**config.mk**
```make
export PLATFORM = sky130hd
export DESIGN_NAME = snake_dir_ctrl
export DESIGN_NICKNAME = d
export VERILOG_FILES = /design/src/rtl/snake_dir_ctrl.sv
export SDC_FILE = /design/constraint.sdc
export NUM_CORES = 1
export LEC_CHECK = 0
export CORE_AREA = 2 2 52 54
export DETAILED_ROUTE_END_ITERATION = 6
export DIE_AREA = 0 0 54 56
export PLACE_DENSITY = 0.74
export SYNTH_ARGS = -nofsm -noshare
export SYNTH_HDL_FRONTEND = slang
export SYNTH_SLANG_ARGS = --single-unit
```
**constraint.sdc**
```tcl
create_clock -name Clk -period 2.2 [get_ports Clk]
set_input_delay 0.22 -clock Clk [delete_from_list [all_inputs] [get_ports Clk]]
set_output_delay 0.22 -clock Clk [all_outputs]
set_load 0.1 [all_outputs]
```
**src/rtl/snake_dir_ctrl.sv**
```systemverilog
// snake_dir_ctrl
//   Direction controller between debounced key pulses and the snake movement
//   logic. Picks one key per cycle (up > down > left > right), rejects repeats
//   and reversals against the most recent pending direction, buffers legal
//   turns in a small circular queue, and applies one queued turn per step tick.
//
// Parameters
//   QDEPTH    turn-queue depth, 1..4
//   INIT_DIR  direction loaded at reset and on game_clr
//
// Ports
//   Clk        system clock
//   Rst_n      asynchronous active-low reset
//   key_flag   [3:0] one-cycle press pulses: bit0 up, bit1 down, bit2 left, bit3 right
//   step_tick  one-cycle pulse, snake advances one cell
//   game_clr   synchronous clear: flush queue, load INIT_DIR
//   dir        [1:0] current direction: 00 up, 01 down, 10 left, 11 right
//   dir_chg    pulse: dir took a new value this cycle
//   q_cnt      [2:0] number of queued turns
//   key_acc    pulse: a press was queued
//   key_rej    pulse: a press was dropped
module snake_dir_ctrl #(
  parameter int unsigned QDEPTH   = 2,
  parameter logic [1:0]  INIT_DIR = 2'b11
) (
  input  logic       Clk,
  input  logic       Rst_n,
  input  logic [3:0] key_flag,
  input  logic       step_tick,
  input  logic       game_clr,
  output logic [1:0] dir,
  output logic       dir_chg,
  output logic [2:0] q_cnt,
  output logic       key_acc,
  output logic       key_rej
);

  localparam logic [2:0] DEPTH_C = 3'(QDEPTH);
  localparam logic [1:0] LAST_C  = 2'(QDEPTH - 1);

  // Storage sized for the maximum depth so a 2-bit pointer indexes it exactly.
  logic [1:0] mem_q [4];

  logic [1:0] rptr_q, rptr_d;
  logic [1:0] wptr_q, wptr_d;
  logic [2:0] cnt_q,  cnt_d;
  logic [1:0] dir_q,  dir_d;
  logic       chg_q,  chg_d;
  logic       acc_q,  acc_d;
  logic       rej_q,  rej_d;

  logic       key_vld;
  logic [1:0] key_dir;
  logic [1:0] tail_ptr;
  logic [1:0] ref_dir;
  logic       legal;
  logic       pop;
  logic       push;

  // Arbitration, legality and push/pop decisions.
  always_comb begin
    key_vld = |key_flag;
    key_dir = 2'b11;
    if (key_flag[0])      key_dir = 2'b00;
    else if (key_flag[1]) key_dir = 2'b01;
    else if (key_flag[2]) key_dir = 2'b10;
    else                  key_dir = 2'b11;

    tail_ptr = (wptr_q == '0) ? LAST_C : wptr_q - 2'd1;
    // Newest pending direction; with a simultaneous pop at q_cnt = 1 the tail
    // is the entry moving into dir, so the pre-pop tail is still correct.
    ref_dir  = (cnt_q != '0) ? mem_q[tail_ptr] : dir_q;
    // Reversal differs from the reference only in bit0.
    legal    = (key_dir != ref_dir) && (key_dir != (ref_dir ^ 2'b01));
    pop      = step_tick && (cnt_q != '0);
    push     = key_vld && legal && ((cnt_q < DEPTH_C) || pop);
  end

  // Next-state for pointers, count, direction and status pulses.
  always_comb begin
    rptr_d = rptr_q;
    wptr_d = wptr_q;
    cnt_d  = cnt_q;
    dir_d  = dir_q;
    chg_d  = 1'b0;
    acc_d  = 1'b0;
    rej_d  = 1'b0;

    if (game_clr) begin
      rptr_d = '0;
      wptr_d = '0;
      cnt_d  = '0;
      dir_d  = INIT_DIR;
    end else begin
      if (pop) begin
        dir_d  = mem_q[rptr_q];
        chg_d  = 1'b1;
        rptr_d = (rptr_q == LAST_C) ? '0 : rptr_q + 2'd1;
      end
      if (push) begin
        wptr_d = (wptr_q == LAST_C) ? '0 : wptr_q + 2'd1;
        acc_d  = 1'b1;
      end else if (key_vld) begin
        rej_d  = 1'b1;
      end
      case ({push, pop})
        2'b10:   cnt_d = cnt_q + 3'd1;
        2'b01:   cnt_d = cnt_q - 3'd1;
        default: cnt_d = cnt_q;
      endcase
    end
  end

  always_ff @(posedge Clk or negedge Rst_n) begin
    if (!Rst_n) begin
      rptr_q <= '0;
      wptr_q <= '0;
      cnt_q  <= '0;
      dir_q  <= INIT_DIR;
      chg_q  <= 1'b0;
      acc_q  <= 1'b0;
      rej_q  <= 1'b0;
    end else begin
      rptr_q <= rptr_d;
      wptr_q <= wptr_d;
      cnt_q  <= cnt_d;
      dir_q  <= dir_d;
      chg_q  <= chg_d;
      acc_q  <= acc_d;
      rej_q  <= rej_d;
    end
  end

  always_ff @(posedge Clk or negedge Rst_n) begin
    if (!Rst_n) begin
      for (int unsigned i = 0; i < 4; i++) mem_q[i] <= '0;
    end else if (push && !game_clr) begin
      mem_q[wptr_q] <= key_dir;
    end
  end

  assign dir     = dir_q;
  assign dir_chg = chg_q;
  assign q_cnt   = cnt_q;
  assign key_acc = acc_q;
  assign key_rej = rej_q;

endmodule
```
==> flow_summary.ini <==
[timing]
finalHoldViolCount = 0
rsz0062_at_grt = true
slew_headroom_pct = 70.8
worst_pin_slew_ns = 0.437
max_freq_mhz = 420
finalCritPeriodShare_pct = 108
finalSetupTns_ns = -0.327
finClkSkew_ns = 0.00406
setup_slack_ns = -0.179
fin_crit_ns = 2.38
slew_violations = 0
setup_viol = 3

[synthesis]
synth_xor_area_share_pct = 0.806
syn_area_um2 = 1090
synthMuxAreaShare_pct = 17.4
yosysSeqAreaShare_pct = 46.3
syn-num-nets = 108
syn-mean-instance-area_um2 = 11.0
postSynthRegisterBits = 20
synth-compound-area-share_pct = 13.2
netlist_instances = 99
synth.yosys.warnings = 0
synth_fa_ha_area_share_pct = 1.84
synth_top_family_by_area = simple AND/OR/NAND/NOR gates
synth-simple-area-share_pct = 18.8
yosysUniqueCellTypes = 30

[setup_path]
end_kind = register
crit_type = register to register
r2r_slack_ns = -0.18
cpMostUsedCell = a211oi_1
required_ns = 2.40
cp_top_family = multiplexers
cpPeakStageDelay_ns = 0.51
crit_buf_inv = 1
crit_chain = or3_4 > o211a_4 > mux2i_2 > fa_2 > inv_1 > a211oi_1 > a211oi_1 > mux2_2
cp-start-kind = register
slowest_stage = dfrtp_4
path_max_fanout = 4
arrival_ns = 2.58

[drt]
top_layer = met4
vias_per_cell = 5.63
dr.pass1.iters = 4
drt_iter0_drc = 22
wl_met3_um = 116
drtAntennaViolNets = 0
via_count = 945
wl_per_cell_um = 16.5
postRouteWirelength_um = 2780
drcViolationCount = 0
dr_wl_met2_um = 1480
m1WireLength_um = 1110

[run]
cap_violations = 0

[placement]
hpwl_um = 1980
placed_area_um2 = 1440
gp_congestion = 0.912
portBuffers = 15

[run_status]
violations = setup timing
run_status = complete, but fails checks

[power_and_ir_drop]
power_leakage_nw = 0.687
p_total_w = 0.00258
vdd_drop_max_mv = 1.18
power_density_nw_per_um2 = 1630

[die]
die_area_um2 = 3020
fp.dieH_um = 56
start_util_pct = 44.7
rows = 18
core_um2 = 2430
io_pins = 16
die_w_um = 54

[global_routing]
grt_max_degree = 21
antenna_found_initial = 0
track_usage_pct = 20.6
grt_pass1_wl_um = 4640
grt_pass1_vias = 1045
grt.overflow.total = 0

[layout]
design_area_um2 = 1580
mostFrequentLayoutCells = buf_4 (29), dfrtp_1 (15), nor2_1 (10)
final_nets = 148
layout-drive-gt1-share_pct = 47.1
nFillCells = 190
syn_to_final_growth_pct = 45.5
n_antenna_cell = 0
mostFrequentLayoutCell = buf_4

[min_path]
hold_path.class = input pin to asynchronous set/reset pin

[cts]
clkTransAtPathRegs_ns = 0.12
cts_sinks = 20
cts_made_buffers = 3
insertion_delay_ns = 0.30
hold_buffers = 0
root_buffer = clkbuf_4
htreeDepth = 1
clk_path_buf_depth = 2
tritoncts = done
post_cts_buffers = 0
==> area by class of cell <==
cell class	count	area [um2]	share of cell area, %
Clock buffer	3	22.5	1.42
Clock inverter	1	30.0	1.90
Inverter	3	11.3	0.712
Multi-Input combinational cell	74	666	42.1
Sequential cell	20	512	32.4
Tap cell	30	37.5	2.37
Timing Repair Buffer	37	303	19.1
==> state kept, by name, summed over array words and instances (netlist names) <==
register  cells
rptr_q        2
q_cnt         3
key_rej       1
key_acc       1
mem_q         8
dir_chg       1
wptr_q        2
dir           2
==> power by group <==
part	switching (W)	internal, W	total [W]
logic	0.000979	0.000711	0.00169
registers	0.0000868	0.000497	0.000583
clock network	0.000119	0.000184	0.000303
total	0.00118	0.00139	0.00258
==> repair_timing <==
action                     4_1_cts  5_1_grt
setup endpoints to repair        9       12
pin swaps                        1        3
gates resized for setup          8       11
==> final timing paths <==
path / from / endpoint / depth (start not counted)
worst max register to register: q_cnt[0] / q_cnt[2] / 8
worst min-delay path: Rst_n / key_rej / 2
worst max-delay path: q_cnt[0] / q_cnt[2] / 8
worst min register to register: dir[0] / dir[0] / 2
max in group asynchronous: Rst_n / dir[1] / 2
min in group Clk: dir[0] / dir[0] / 2
==> Yosys cell counts <==
| cell type | number | share of area, % |
|---|---|---|
| dfrtp_1 | 18 | 41 |
| nor2_1 | 11 | 3.8 |
| a21oi_1 | 9 | 4.1 |
| mux2_2 | 9 | 9.3 |
| nand2_1 | 7 | 2.4 |
| a211oi_1 | 4 | 2.8 |
| nand2b_1 | 4 | 2.3 |
| inv_1 | 3 | 1.0 |
| nand3b_1 | 3 | 2.1 |
| nor2b_1 | 3 | 1.7 |
| clkbuf_1 | 2 | 0.69 |
| dfstp_2 | 2 | 4.8 |
| mux2_1 | 2 | 2.1 |
| mux2i_1 | 2 | 1.8 |
| mux4_2 | 2 | 4.1 |
| o31ai_1 | 2 | 1.4 |
| or3_4 | 2 | 2.1 |
| or4_1 | 2 | 1.4 |
| a2111o_1 | 1 | 1.0 |
| fa_1 | 1 | 1.8 |
| nor3_1 | 1 | 0.46 |
| nor4_1 | 1 | 0.58 |
| nor4b_1 | 1 | 0.81 |
| o211a_4 | 1 | 1.6 |
| o211ai_1 | 1 | 0.69 |
| o221ai_1 | 1 | 0.81 |
| o31a_1 | 1 | 0.81 |
| or2_2 | 1 | 0.58 |
| or3_1 | 1 | 0.58 |
| xnor2_1 | 1 | 0.81 |
==> per-stage QoR <==
| step | instances | setup WS [ns] | util (%) | hold slack (ns) |
|---|---|---|---|---|
| 2_1_floorplan | 99 | -0.367 | - | -0.0756 |
| 6_report | 168 | -0.179 | 65.0 | 0.236 |
| 4_1_cts | 168 | -0.186 | 63.1 | 0.237 |
| 5_1_grt | 168 | -0.271 | 65.0 | 0.231 |
| 3_5_place_dp | 164 | -0.163 | 59.3 | 0.481 |
| 3_3_place_gp | 164 | -0.131 | 59.3 | 0.474 |
==> layer usage <==
layer | vias to the layer above | track usage, %
li1 | 445 | -
met4 | 0 | 10.7
met1 | 466 | 24.3
met5 | - | 0
met3 | 5 | 3.23
met2 | 29 | 34.8
==> kinds of logic after synthesis <==
kind of cell	count (synthesis)
and+or+nand+nor	37
AOI/OAI and AO/OA	20
DFF	20
muxes	15
buffers and inverters	5
xor gates and xnor gates	1
adders and majority gates	1
Note: power is estimated with default switching activity, not from simulation.
